## src/rtl/life_pkg.sv

```systemverilog
// Shared constants and reference functions for the Game-of-Life cell update.
// The functions are used at elaboration time to build the optional lookup table
// (LIFE_ROM_EN build of case_top).
package life_pkg;

  localparam int CENTER_IDX = 4;
  localparam int WINDOW_W   = 9;
  localparam int COUNT_W    = 4;

  // B3/S23: birth on exactly 3 neighbours, survival on 2 or 3
  localparam logic [WINDOW_W-1:0] DEFAULT_BIRTH_MASK   = 9'b000001000;
  localparam logic [WINDOW_W-1:0] DEFAULT_SURVIVE_MASK = 9'b000001100;

  // Number of live cells in the window, centre excluded
  function automatic logic [COUNT_W-1:0] count_live(input logic [WINDOW_W-1:0] nb);
    logic [COUNT_W-1:0] cnt;
    cnt = '0;
    for (int i = 0; i < WINDOW_W; i++) begin
      if (i != CENTER_IDX) cnt = cnt + COUNT_W'(nb[i]);
    end
    return cnt;
  endfunction

  // Next state of the centre cell for a given window and rule masks
  function automatic logic next_state(input logic [WINDOW_W-1:0] nb,
                                      input logic [WINDOW_W-1:0] birth,
                                      input logic [WINDOW_W-1:0] survive);
    logic [COUNT_W-1:0] cnt;
    cnt = count_live(nb);
    return nb[CENTER_IDX] ? survive[cnt] : birth[cnt];
  endfunction

  // Full truth table, one bit per window code
  function automatic logic [(1 << WINDOW_W)-1:0] build_life_rom(input logic [WINDOW_W-1:0] birth,
                                                                input logic [WINDOW_W-1:0] survive);
    logic [(1 << WINDOW_W)-1:0] rom;
    rom = '0;
    for (int i = 0; i < (1 << WINDOW_W); i++) begin
      rom[i] = next_state(WINDOW_W'(i), birth, survive);
    end
    return rom;
  endfunction

endpackage

```

## src/rtl/life_popcount8.sv

```systemverilog
// Combinational 8-input population count built as a three-level adder tree.
module life_popcount8
  import life_pkg::*;
(
  input  logic [7:0]         i_bits,
  output logic [COUNT_W-1:0] o_count
);

  logic [1:0] w_sum2 [4];
  logic [2:0] w_sum3 [2];

  // First level: add adjacent bit pairs
  for (genvar gi = 0; gi < 4; gi++) begin : g_lvl1
    assign w_sum2[gi] = {1'b0, i_bits[2*gi]} + {1'b0, i_bits[2*gi+1]};
  end

  // Second level: add adjacent pair sums
  for (genvar gi = 0; gi < 2; gi++) begin : g_lvl2
    assign w_sum3[gi] = {1'b0, w_sum2[2*gi]} + {1'b0, w_sum2[2*gi+1]};
  end

  // Final level: 0..8 fits in four bits without saturation
  assign o_count = {1'b0, w_sum3[0]} + {1'b0, w_sum3[1]};

endmodule

```

## src/rtl/case_top.sv

```systemverilog
// Game-of-Life cell update, one window per cycle, one cycle latency.
// Build option: define LIFE_ROM_EN to take the next state from a 512-entry
// table generated from the rule masks; otherwise popcount plus mask select.
// live_count always comes from the shared popcount so both builds match.
module case_top
  import life_pkg::*;
#(
  parameter logic [WINDOW_W-1:0] BIRTH_MASK   = DEFAULT_BIRTH_MASK,
  parameter logic [WINDOW_W-1:0] SURVIVE_MASK = DEFAULT_SURVIVE_MASK
)(
  input  logic                clk,
  input  logic                rst_n,
  input  logic [WINDOW_W-1:0] neighbors,
  input  logic                in_valid,
  output logic                result,
  output logic                out_valid,
  output logic [COUNT_W-1:0]  live_count
);

  logic [7:0]         w_ring;
  logic [COUNT_W-1:0] w_count;
  logic               w_next;

  logic               r_result;
  logic               r_out_valid;
  logic [COUNT_W-1:0] r_live_count;

  // Surrounding cells only; the centre never contributes to the count
  assign w_ring = {neighbors[8:5], neighbors[3:0]};

  life_popcount8 u_popcount (
    .i_bits  (w_ring),
    .o_count (w_count)
  );

`ifdef LIFE_ROM_EN
  localparam logic [(1 << WINDOW_W)-1:0] LIFE_ROM = build_life_rom(BIRTH_MASK, SURVIVE_MASK);
  assign w_next = LIFE_ROM[neighbors];
`else
  assign w_next = neighbors[CENTER_IDX] ? SURVIVE_MASK[w_count] : BIRTH_MASK[w_count];
`endif

  // Capture a valid sample; idle cycles keep the last result and count
  always_ff @(posedge clk or negedge rst_n) begin
    if (!rst_n) begin
      r_result     <= 1'b0;
      r_out_valid  <= 1'b0;
      r_live_count <= '0;
    end else begin
      r_out_valid <= in_valid;
      if (in_valid) begin
        r_result     <= w_next;
        r_live_count <= w_count;
      end
    end
  end

  assign result     = r_result;
  assign out_valid  = r_out_valid;
  assign live_count = r_live_count;

endmodule

```

## config.mk

```make
export PLATFORM = sky130hd
export DESIGN_NAME = case_top
export DESIGN_NICKNAME = d
export VERILOG_FILES = /design/src/rtl/life_pkg.sv /design/src/rtl/life_popcount8.sv /design/src/rtl/case_top.sv
export SDC_FILE = /design/constraint.sdc
export NUM_CORES = 1
export LEC_CHECK = 0
export ABC_CLOCK_PERIOD_IN_PS = 1150
export CORE_UTILIZATION = 30
export DETAILED_ROUTE_END_ITERATION = 8
export GPL_TIMING_DRIVEN = 0
export PLACE_DENSITY = 0.61
export SLEW_MARGIN = 20
export SYNTH_ARGS = -nofsm -noshare
export SYNTH_HDL_FRONTEND = slang
export SYNTH_HIERARCHICAL = 1
export SYNTH_SLANG_ARGS = --single-unit
```

## constraint.sdc

```tcl
create_clock -name clk -period 1.15 [get_ports clk]
set_clock_uncertainty 0.2 [all_clocks]
set_input_delay 0.345 -clock clk [delete_from_list [all_inputs] [get_ports clk]]
set_output_delay 0.345 -clock clk [all_outputs]
set_load 0.02 [all_outputs]
```

==> summary.txt, run 1 <==
Status
  • Status: finished, violations left
  • Failing checks: setup timing

Timing
  • Final critical-path share of the clock period: 2.599
  • Final Hold Fails: 0
  • Worst slew margin: 0.7922
  • Max Clk Rate: 0.3345 GHz
  • Max Slew Vio Count: 0
  • Slew @ Worst Pin: 310.8 ps
  • Final min period: 2989 ps
  • # setup viols final: 11
  • Final Worst Setup Slack: -1839 ps
  • RSZ-0062 raised after global routing: yes

Route
  • First-pass DRT Iterations: 1
  • Drt wl/cell: 9.385 microns
  • DRC violations left: 0
  • Final ANT Viol Nets: 0
  • Routed vias: 328
  • Via density per instance: 4.205
  • Wirelength, routed: 732 microns
  • Initial DRC count: 0

Placed design
  • Placed instance count: 71
  • Detail Placement HPWL: 620.8 microns
  • Final GP Congestion: 0.6666
  • Port bufs: 17

Setup path
  • Worst Setup SP: neighbors[3]
  • Worst Setup End Kind: register
  • Worst reg2reg endpoint: live_count[2]
  • Kind of critical path: input pin to register
  • Slowest-stage cell, CP: fa_1
  • R2R cell count: 2
  • Arr. time, crit path: 2920 ps
  • Most frequent cell on the critical path: fa_1
  • Worst path cell trace: buf_8 -> inv_4 -> fa_1 -> fa_1 -> fa_1 -> inv_2 -> ha_4 -> inv_2 -> fa_2 -> xnor2_2 -> o41ai_2
  • Crit Path Max Fanout: 2
  • CP startpoint kind: input pin
  • Req. time, crit path: 1090 ps
  • Crit path to: result
  • CP max stage delay: 540 ps
  • Worst r2r src: live_count[2]
  • FF-to-FF setup slack: 70 ps

Clock network
  • CTS buffer count: 3
  • TritonCTS clock tree: built
  • H-Tree Depth: 1
  • Clock Pin Slew Worst Setup and Hold Paths: 40 ps
  • Hold-fix buffers at CTS: 0
  • Skew-Pair Late Insertion Delay: 240 ps
  • TritonCTS Sinks: 6
  • Max Root-Sink Buffers: 2
  • CTS root buffer: clkbuf_4

Layout
  • Final core utilization: 0.5500
  • Final cell count without fillers: 78
  • # nets final: 84
  • # diodes: 0
  • Fillers: 126
  • Area delta synth->final: 72.29%
  • Share of cells above drive strength 1: 0.4921
  • Seq. cell area: 150.1 sq um
  • Area of the multi-input gates: 245.2 sq um

Synth
  • Seq/Total Area, Yosys: 0.3614
  • FF+latch count, synth: 6
  • Post-Syn Area per Cell: 10.65 sq um
  • Post-synthesis cell count: 39
  • Synth top area cells: dfrtp_1 36%, fa_1 19%, inv_1 14%
  • Syn nets: 58
  • Synthesized area: 415.4 sq um
  • Ys Warns: 6
  • Synth async-reset ratio: 1.000
  • Synth cell count leaders: 15 x inv_1, 6 x dfrtp_1, 4 x fa_1, 3 x ha_1, 3 x mux2_2
  • Most common cell in the netlist: inv_1
  • EDFF count, synth: 0
  • Synth cell types: 13
  • Area leader, netlist: dfrtp_1
  • Primary FF master, synth: dfrtp_1
  • Synth top area share: 0.3614

Floorplanning
  • Initial Util: 0.3192
  • Die area: 1537 sq um
  • Num rows: 13
  • Core area: 1301 sq um
  • I/O Pins: 18
  • Die Span Y: 39.21 microns
  • Die W: 39.21 microns

Pwr
  • Pwr dens: 1699 nW/um^2
  • Worst VDD drop: 807.6 uV
  • Static leakage: 0.3682 nW

GRT
  • Vias in the first global route: 297
  • First-pass GRT wire length: 1186 microns
  • Maximum number of pins on one net before global-route repair: 8
  • Initial antenna violation count: 0
  • Overall routing resource usage: 0.1194
  • Gr ovfl total: 0

Worst hold path
  • Min-Delay Path Class: input pin to async pin

Flow run
  • Max-Cap Viols: 0
[area by class of cell]
class | count | share of cell area
clock buffers | 3 | 0.03147
inverters | 15 | 0.09266
multi-input cells | 18 | 0.3427
flip-flops and latches | 6 | 0.2098
well taps | 15 | 0.02622
repair buffers | 21 | 0.2972
[sequential cells by signal, summed over array words and instances, names as in the netlist]
register,cells
live_count,4
result,1
out_valid,1
[cell families (layout without fill, tap and decap cells)]
family                     Yosys count  count (layout)  share of synthesized area
xor gates and xnor gates             1               1                    0.02109
DFF                                  6               6                     0.3614
and+or+nand+nor                      4               4                    0.05424
buffers and inverters               15              39                     0.1355
AOI/OAI and AO/OA                    3               3                    0.06324
adders and majority gates            7               7                     0.2831
muxes                                3               3                    0.08132
[through the flow]
step | TNS [ps] | worst slack, ps | hold slack [ps] | total power, mW | cell area [sq um]
final | -9216 | -1839 | 147.2 | 1.216 | 715.7
after global routing | -9631 | -1910 | 162.5 | 1.315 | 715.7
after CTS | -9836 | -1981 | 151.5 | 1.211 | 695.7
after detailed placement | -14190 | -2613 | 288.7 | 0.9112 | 641.9
after global placement | -14020 | -2575 | 278.2 | 0.8955 | 641.9
after floorplan | -8685 | -1903 | -150.6 | 0.6754 | 452.9
[layout by cell type, fill, tap and decap left out, types with 2 or more instances in the layout]
| cell type | synthesis | final |
|---|---|---|
| fa_1 | 4 | 3 |
| buf_4 | 0 | 4 |
| buf_8 | 0 | 2 |
| dfrtp_1 | 6 | 6 |
| clkbuf_4 | 0 | 3 |
| inv_2 | 0 | 3 |
| inv_1 | 15 | 10 |
| ha_1 | 3 | 2 |
| clkdlybuf4s50_1 | 0 | 8 |
| mux2_4 | 0 | 2 |
| buf_6 | 0 | 6 |
[worst max-delay path: cells and delay by family]
family / cells / cell delay, ps
adders and majority gates: 5 / 1900
buffers and inverters: 4 / 210
xor gates and xnor gates: 1 / 160
AOI/OAI and AO/OA: 1 / 310
[metal layers]
| layer | vias to the layer above | global-route usage | part of all wire |
|---|---|---|---|
| met1 | 160 | 0.1536 | 0.44 |
| met2 | 5 | 0.1833 | 0.52 |
| met3 | 0 | 0.06936 | 0.040 |
| met4 | 0 | 0 | 0 |
| li1 | 163 | - | - |
| met5 | - | 0 | 0 |
[timing repair]
item,CTS,global route
pin swaps,7,7
gates resized for setup,52,4
buffers inserted,3,1
endpoints found under the setup margin,11,11
[where the power goes]
group          total (mW)  switching [mW]  internal [mW]  leakage, nW
Sequential          0.324          0.0450          0.279       0.0744
Combinational       0.700           0.298          0.402        0.280
Clock               0.191          0.0732          0.118       0.0138
Total                1.22           0.416          0.800        0.368
[worst min-delay path by stage]
| stage | endpoint | cells past startpoint | start | slack, ps |
|---|---|---|---|---|
| floorplan | live_count[0] | 0 | rst_n | -150 |
| global placement | result | 2 | result | 280 |
| detailed placement | result | 2 | result | 290 |
| CTS | out_valid | 1 | rst_n | 150 |
| global route | out_valid | 1 | rst_n | 160 |
| finish | live_count[0] | 1 | rst_n | 150 |
(Power assumes the default switching activity.)
==> run 2: changes to the inputs <==
SKIP_CTS_REPAIR_TIMING = 1   (was not set)
SLEW_MARGIN = not set   (was 20)
==> run 2 against run 1 <==
  * Critical path type unchanged
  * Largest power group unchanged
  * The run still ends with setup timing left
  * Die area unchanged
  * Register-to-register slack about the same
  * First-iteration DRC count grew 1
  * Cell area down 1.7%
  * Critical path depth rose by 1
  * Cell count is the same
  * Critical endpoint unchanged
  * Non-clock buffer count did not move
==> summary.txt, run 2 (synthesis results as in run 1) <==
Status
  • Status: finished, violations left (unchanged)
  • Failing checks: setup timing (unchanged)

GRT
  • Maximum number of pins on one net before global-route repair: 8 (unchanged)
  • Initial antenna violation count: 0 (unchanged)
  • Overall routing resource usage: 0.1230 (was 0.1194)
  • Gr ovfl total: 0 (unchanged)
  • Vias in the first global route: 296 (was 297)
  • First-pass GRT wire length: 1235 microns (was 1186 microns)

Setup path
  • Kind of critical path: input pin to register (unchanged)
  • Crit Path Max Fanout: 2 (unchanged)
  • Req. time, crit path: 1080 ps (was 1090 ps)
  • Arr. time, crit path: 3030 ps (was 2920 ps)
  • CP startpoint kind: input pin (unchanged)
  • Worst Setup End Kind: register (unchanged)

Timing
  • Final min period: 3093 ps (was 2989 ps)
  • Final hold slack: 143.2 ps (was 147.2 ps)
  • Slew @ Worst Pin: 308.3 ps (was 310.8 ps)
  • Worst slew margin: 0.7938 (was 0.7922)
  • RSZ-0062 raised after global routing: yes (unchanged)
  • Max Clk Rate: 0.3233 GHz (was 0.3345 GHz)
  • Final critical-path share of the clock period: 2.690 (was 2.599)
  • # setup viols final: 11 (unchanged)
  • Final Hold Fails: 0 (unchanged)
  • Final Worst Setup Slack: -1943 ps (was -1839 ps)
  • Max Slew Vio Count: 0 (unchanged)

Route
  • Initial DRC count: 1 (was 0)
  • Wirelength, routed: 692 microns (was 732 microns)
  • Via density per instance: 4.244 (was 4.205)
  • Final ANT Viol Nets: 0 (unchanged)
  • Routed vias: 331 (was 328)
  • DRC violations left: 0 (unchanged)
  • Drt wl/cell: 8.872 microns (was 9.385 microns)
  • First-pass DRT Iterations: 2 (was 1)

Floorplanning
  • Die area: 1537 sq um (unchanged)
  • Num rows: 13 (unchanged)
  • I/O Pins: 18 (unchanged)
  • Die W: 39.21 microns (unchanged)
  • Die Span Y: 39.21 microns (unchanged)
  • Initial Util: 0.3192 (unchanged)
  • Core area: 1301 sq um (unchanged)

Layout
  • # diodes: 0 (unchanged)
  • Share of cells above drive strength 1: 0.4762 (was 0.4921)
  • Most frequent cells in the layout: 10 x inv_1, 8 x clkdlybuf4s50_1, 8 x buf_6, 6 x dfrtp_1 (was 10 x inv_1, 8 x clkdlybuf4s50_1, 6 x dfrtp_1, 6 x buf_6, 4 x buf_4)
  • Fillers: 129 (was 126)
  • Area delta synth->final: 69.28% (was 72.29%)
  • # nets final: 84 (unchanged)
  • Max reg flops: 4 (unchanged)
  • Final core utilization: 0.5404 (was 0.5500)
  • Post-route cell area: 703.2 sq um (was 715.7 sq um)
  • Most common cell after layout, fill and taps aside: inv_1 (unchanged)

Clock network
  • H-Tree Depth: 1 (unchanged)
  • Skew-Pair Late Insertion Delay: 240 ps (about the same)
  • CTS root buffer: clkbuf_4 (unchanged)
  • Clock Pin Slew Worst Setup and Hold Paths: 40 ps (about the same)
  • CTS buffer count: 3 (unchanged)
  • TritonCTS clock tree: built (unchanged)
  • TritonCTS Sinks: 6 (unchanged)
  • Max Root-Sink Buffers: 2 (unchanged)

Pwr
  • Static leakage: 0.3651 nW (was 0.3682 nW)
  • Pwr dens: 1716 nW/um^2 (was 1699 nW/um^2)
  • Worst VDD drop: 898.9 uV (was 807.6 uV)

Placed design
  • Port bufs: 17 (unchanged)
  • Final GP Congestion: 0.6666 (unchanged)
  • Area after DPL: 641.9 sq um (unchanged)
  • Detail Placement HPWL: 620.8 microns (unchanged)

Worst hold path
  • Min-Delay Path Class: input pin to async pin (unchanged)

Flow run
  • Max-Cap Viols: 0 (unchanged)
[run 2: worst paths after layout]
path                       slack (ps)     startpoint  depth (start not counted)             to
max                             -1940   neighbors[1]                         12         result
min                               140          rst_n                          1      out_valid
max reg2reg                        60  live_count[2]                          2  live_count[2]
min reg2reg                       310         result                          2         result
max in group asynchronous         390          rst_n                          1         result
min in group clk                  310         result                          2         result
[run 2: where the power goes]
part           total (mW)  internal [mW]  switching (mW)  leakage, nW
Clock               0.188          0.118          0.0700       0.0138
Sequential          0.326          0.280          0.0467       0.0744
Combinational       0.693          0.399           0.294        0.277
Total                1.21          0.796           0.411        0.365
[run 2: critical path, cell delays in order]
cell	delay, ps
buf_6	70
inv_2	30
fa_1	550
fa_1	440
fa_1	530
inv_2	50
ha_4	150
inv_2	50
fa_2	420
inv_2	70
nand2_2	50
o41ai_2	280
[run 2: stage by stage]
step	TNS, ps	cells	setup slack [ps]	power [mW]
after detailed placement	-14190	71	-2613	0.9112
after floorplan	-8685	39	-1903	0.6754
after global placement	-14020	71	-2575	0.8955
after CTS	-14320	74	-2358	1.107
final	-9591	78	-1943	1.207
after global routing	-10080	78	-2031	1.310
[run 2: final cells by class]
type,instances,area (sq um),area share
repair buffers,21,205.2,0.2918
clock buffers,3,22.52,0.03203
flip-flops and latches,6,150.1,0.2135
multi-input cells,18,242.7,0.3452
inverters,15,63.81,0.09075
well taps,15,18.77,0.02669
[run 2: metal layers]
metal  vias up  global-route usage  share of wire
met4         0                   0              0
met1       163              0.1750           0.44
met3         0             0.06936          0.042
met5         -                   0              0
li1        163                   -              -
met2         5              0.1708           0.52
==> run 3: changes to the inputs <==
CORE_AREA = 2 2 39 41   (was not set)
CORE_UTILIZATION = not set   (was 30)
DIE_AREA = 0 0 41 43   (was not set)
PLACE_DENSITY = 0.63   (was 0.61)
==> run 3 against run 2 <==
  * The flow still finishes with violations (setup timing)
  * Power shrank 3.5%
  * Maximum frequency is 0.61% lower
  * Sequential power barely moved
  * Routed wire length up 4.6%
  * Core utilization is 4.7 points lower
  * Sequential cell count unchanged
  * Global-route usage is 3.0 points lower
  * Non-clock buffer count is 2 lower
  * Highest routed layer unchanged
==> summary.txt, run 3 (synthesis results as in run 1) <==
Timing
  • Final Hold Fails: 0 (unchanged)
  • Post-route setup TNS: -9699 ps (was -9591 ps)
  • Slew @ Worst Pin: 316.7 ps (was 308.3 ps)
  • # setup viols final: 11 (unchanged)
  • Final Worst Setup Slack: -1962 ps (was -1943 ps)
  • RSZ-0062 raised after global routing: yes (unchanged)
  • Final min period: 3112 ps (was 3093 ps)
  • Worst slew margin: 0.7882 (was 0.7938)
  • Max Slew Vio Count: 0 (unchanged)
  • Max Clk Rate: 0.3213 GHz (was 0.3233 GHz)
  • Final critical-path share of the clock period: 2.706 (was 2.690)

Floorplanning
  • Initial Util: 0.3002 (was 0.3192)
  • Die area: 1763 sq um (was 1537 sq um)
  • Core area: 1384 sq um (was 1301 sq um)
  • Die W: 41 microns (was 39.21 microns)
  • Num rows: 14 (was 13)
  • I/O Pins: 18 (unchanged)
  • Die Span Y: 43 microns (was 39.21 microns)

Pwr
  • Worst VDD drop: 1011 uV (was 898.9 uV)
  • Internal power: 0.7580 mW (was 0.7964 mW)
  • Clock group share of total power: 0.165 (was 0.155)
  • Static leakage: 0.3549 nW (was 0.3651 nW)
  • Pwr dens: 1705 nW/um^2 (was 1716 nW/um^2)
  • Sequential power share: 0.282 (was 0.270)
  • Sw frac: 0.3494 (was 0.3401)
  • Sw Pwr: 0.4070 mW (was 0.4105 mW)
  • Comb pwr share: 0.552 (was 0.574)

Layout
  • Most frequent cells in the layout: 11 x inv_1, 8 x clkdlybuf4s50_1, 6 x dfrtp_1, 6 x buf_6 (was 10 x inv_1, 8 x clkdlybuf4s50_1, 8 x buf_6, 6 x dfrtp_1)
  • Most common cell after layout, fill and taps aside: inv_1 (unchanged)
  • # nets final: 82 (was 84)
  • Share of cells above drive strength 1: 0.4262 (was 0.4762)
  • Final cell count without fillers: 77 (was 78)
  • Area delta synth->final: 64.46% (was 69.28%)
  • Fillers: 134 (was 129)
  • Final core utilization: 0.4937 (was 0.5404)
  • Max reg flops: 4 (unchanged)
  • # diodes: 0 (unchanged)

Route
  • Via density per instance: 4.117 (was 4.244)
  • Routed vias: 317 (was 331)
  • Wirelength, routed: 724 microns (was 692 microns)
  • First-pass DRT Iterations: 2 (unchanged)
  • DRC violations left: 0 (unchanged)
  • Final ANT Viol Nets: 0 (unchanged)
  • Drt wl/cell: 9.403 microns (was 8.872 microns)
  • Initial DRC count: 4 (was 1)

Clock network
  • Max Root-Sink Buffers: 2 (unchanged)
  • Skew-Pair Late Insertion Delay: 240 ps (about the same)
  • TritonCTS Sinks: 6 (unchanged)
  • CTS buffer count: 3 (unchanged)
  • H-Tree Depth: 1 (unchanged)
  • Clock Pin Slew Worst Setup and Hold Paths: 50 ps (was 40 ps)
  • CTS root buffer: clkbuf_4 (unchanged)
  • TritonCTS clock tree: built (unchanged)

Setup path
  • Arr. time, crit path: 3060 ps (was 3030 ps)
  • Req. time, crit path: 1090 ps (was 1080 ps)
  • CP startpoint kind: input pin (unchanged)
  • Worst Setup SP: neighbors[0] (was neighbors[1])
  • FF-to-FF setup slack: 180 ps (was 60 ps)
  • Crit Path Max Fanout: 2 (unchanged)
  • Kind of critical path: input pin to register (unchanged)
  • Worst Setup End Kind: register (unchanged)
  • Worst r2r src: live_count[0] (was live_count[2])
  • R2R cell count: 1 (was 2)
  • Worst reg2reg endpoint: live_count[0] (was live_count[2])

Placed design
  • Pre-CTS setup slack: -2562 ps (was -2613 ps)
  • Port bufs: 17 (unchanged)
  • Placed instance count: 72 (was 71)
  • Final GP Congestion: 0.7028 (was 0.6666)
  • Detail Placement HPWL: 603.1 microns (was 620.8 microns)

Worst hold path
  • Min-Delay Path Class: input pin to async pin (unchanged)

GRT
  • Maximum number of pins on one net before global-route repair: 8 (unchanged)
  • Vias in the first global route: 287 (was 296)
  • First-pass GRT wire length: 1110 microns (was 1235 microns)
  • Overall routing resource usage: 0.09340 (was 0.1230)
  • Initial antenna violation count: 0 (unchanged)
  • Gr ovfl total: 0 (unchanged)

Status
  • Failing checks: setup timing (unchanged)
  • Status: finished, violations left (unchanged)

Flow run
  • Max-Cap Viols: 0 (unchanged)
[run 3: cell count changes in the layout (fill, tap and decap cells not counted)]
cell      delta
a21oi_1      +1
a21oi_2      -1
buf_4        -2
buf_6        -2
buf_8        +1
clkbuf_2     +1
inv_1        +1
inv_2        -1
[run 3: final cells by class]
type	count	area [sq um]	area share
Multi-Input combinational cell	18	239.0	0.3498
Timing Repair Buffer	19	187.7	0.2747
Sequential cell	6	150.1	0.2198
Inverter	15	63.81	0.09341
Clock buffer	3	22.52	0.03297
Tap cell	16	20.02	0.02930
[run 3: worst max-delay path, stage by stage]
cell	delay, ps
buf_8	80
inv_8	20
fa_1	550
fa_1	440
fa_1	530
inv_2	50
ha_4	150
inv_2	50
fa_2	410
inv_2	70
nand2_2	50
o41ai_2	300
[run 3: through the flow]
stage	hold slack, ps	area [sq um]	total power [mW]
floorplan	-150.6	452.9	0.6754
global placement	279.2	643.1	0.8966
detailed placement	284.8	643.1	0.9041
CTS	157.5	665.6	1.111
global route	166.3	683.2	1.251
finish	152.1	683.2	1.165
[run 3: how the worst max path moves through the flow]
| stage | to | slack [ps] | cells after the start |
|---|---|---|---|
| after floorplan | result | -1900 | 10 |
| after global placement | result | -2570 | 12 |
| after detailed placement | result | -2560 | 11 |
| after CTS | result | -2310 | 12 |
| after global routing | result | -2070 | 12 |
| final | result | -1960 | 12 |
[run 3: power groups by stage]
stage / Clock [mW] / Sequential (mW) / Combinational [mW]
floorplan: 0 / 0.399 / 0.276
global placement: 0 / 0.314 / 0.583
detailed placement: 0 / 0.316 / 0.588
CTS: 0.203 / 0.315 / 0.593
global route: 0.214 / 0.333 / 0.703
finish: 0.193 / 0.329 / 0.643
[run 3: layer usage]
metal	wire [microns]	track usage	up-vias
met5	0	0	-
met2	396	0.1375	4
met1	312	0.1100	153
li1	-	-	160
met4	0	0.04000	0
met3	16	0.04712	0
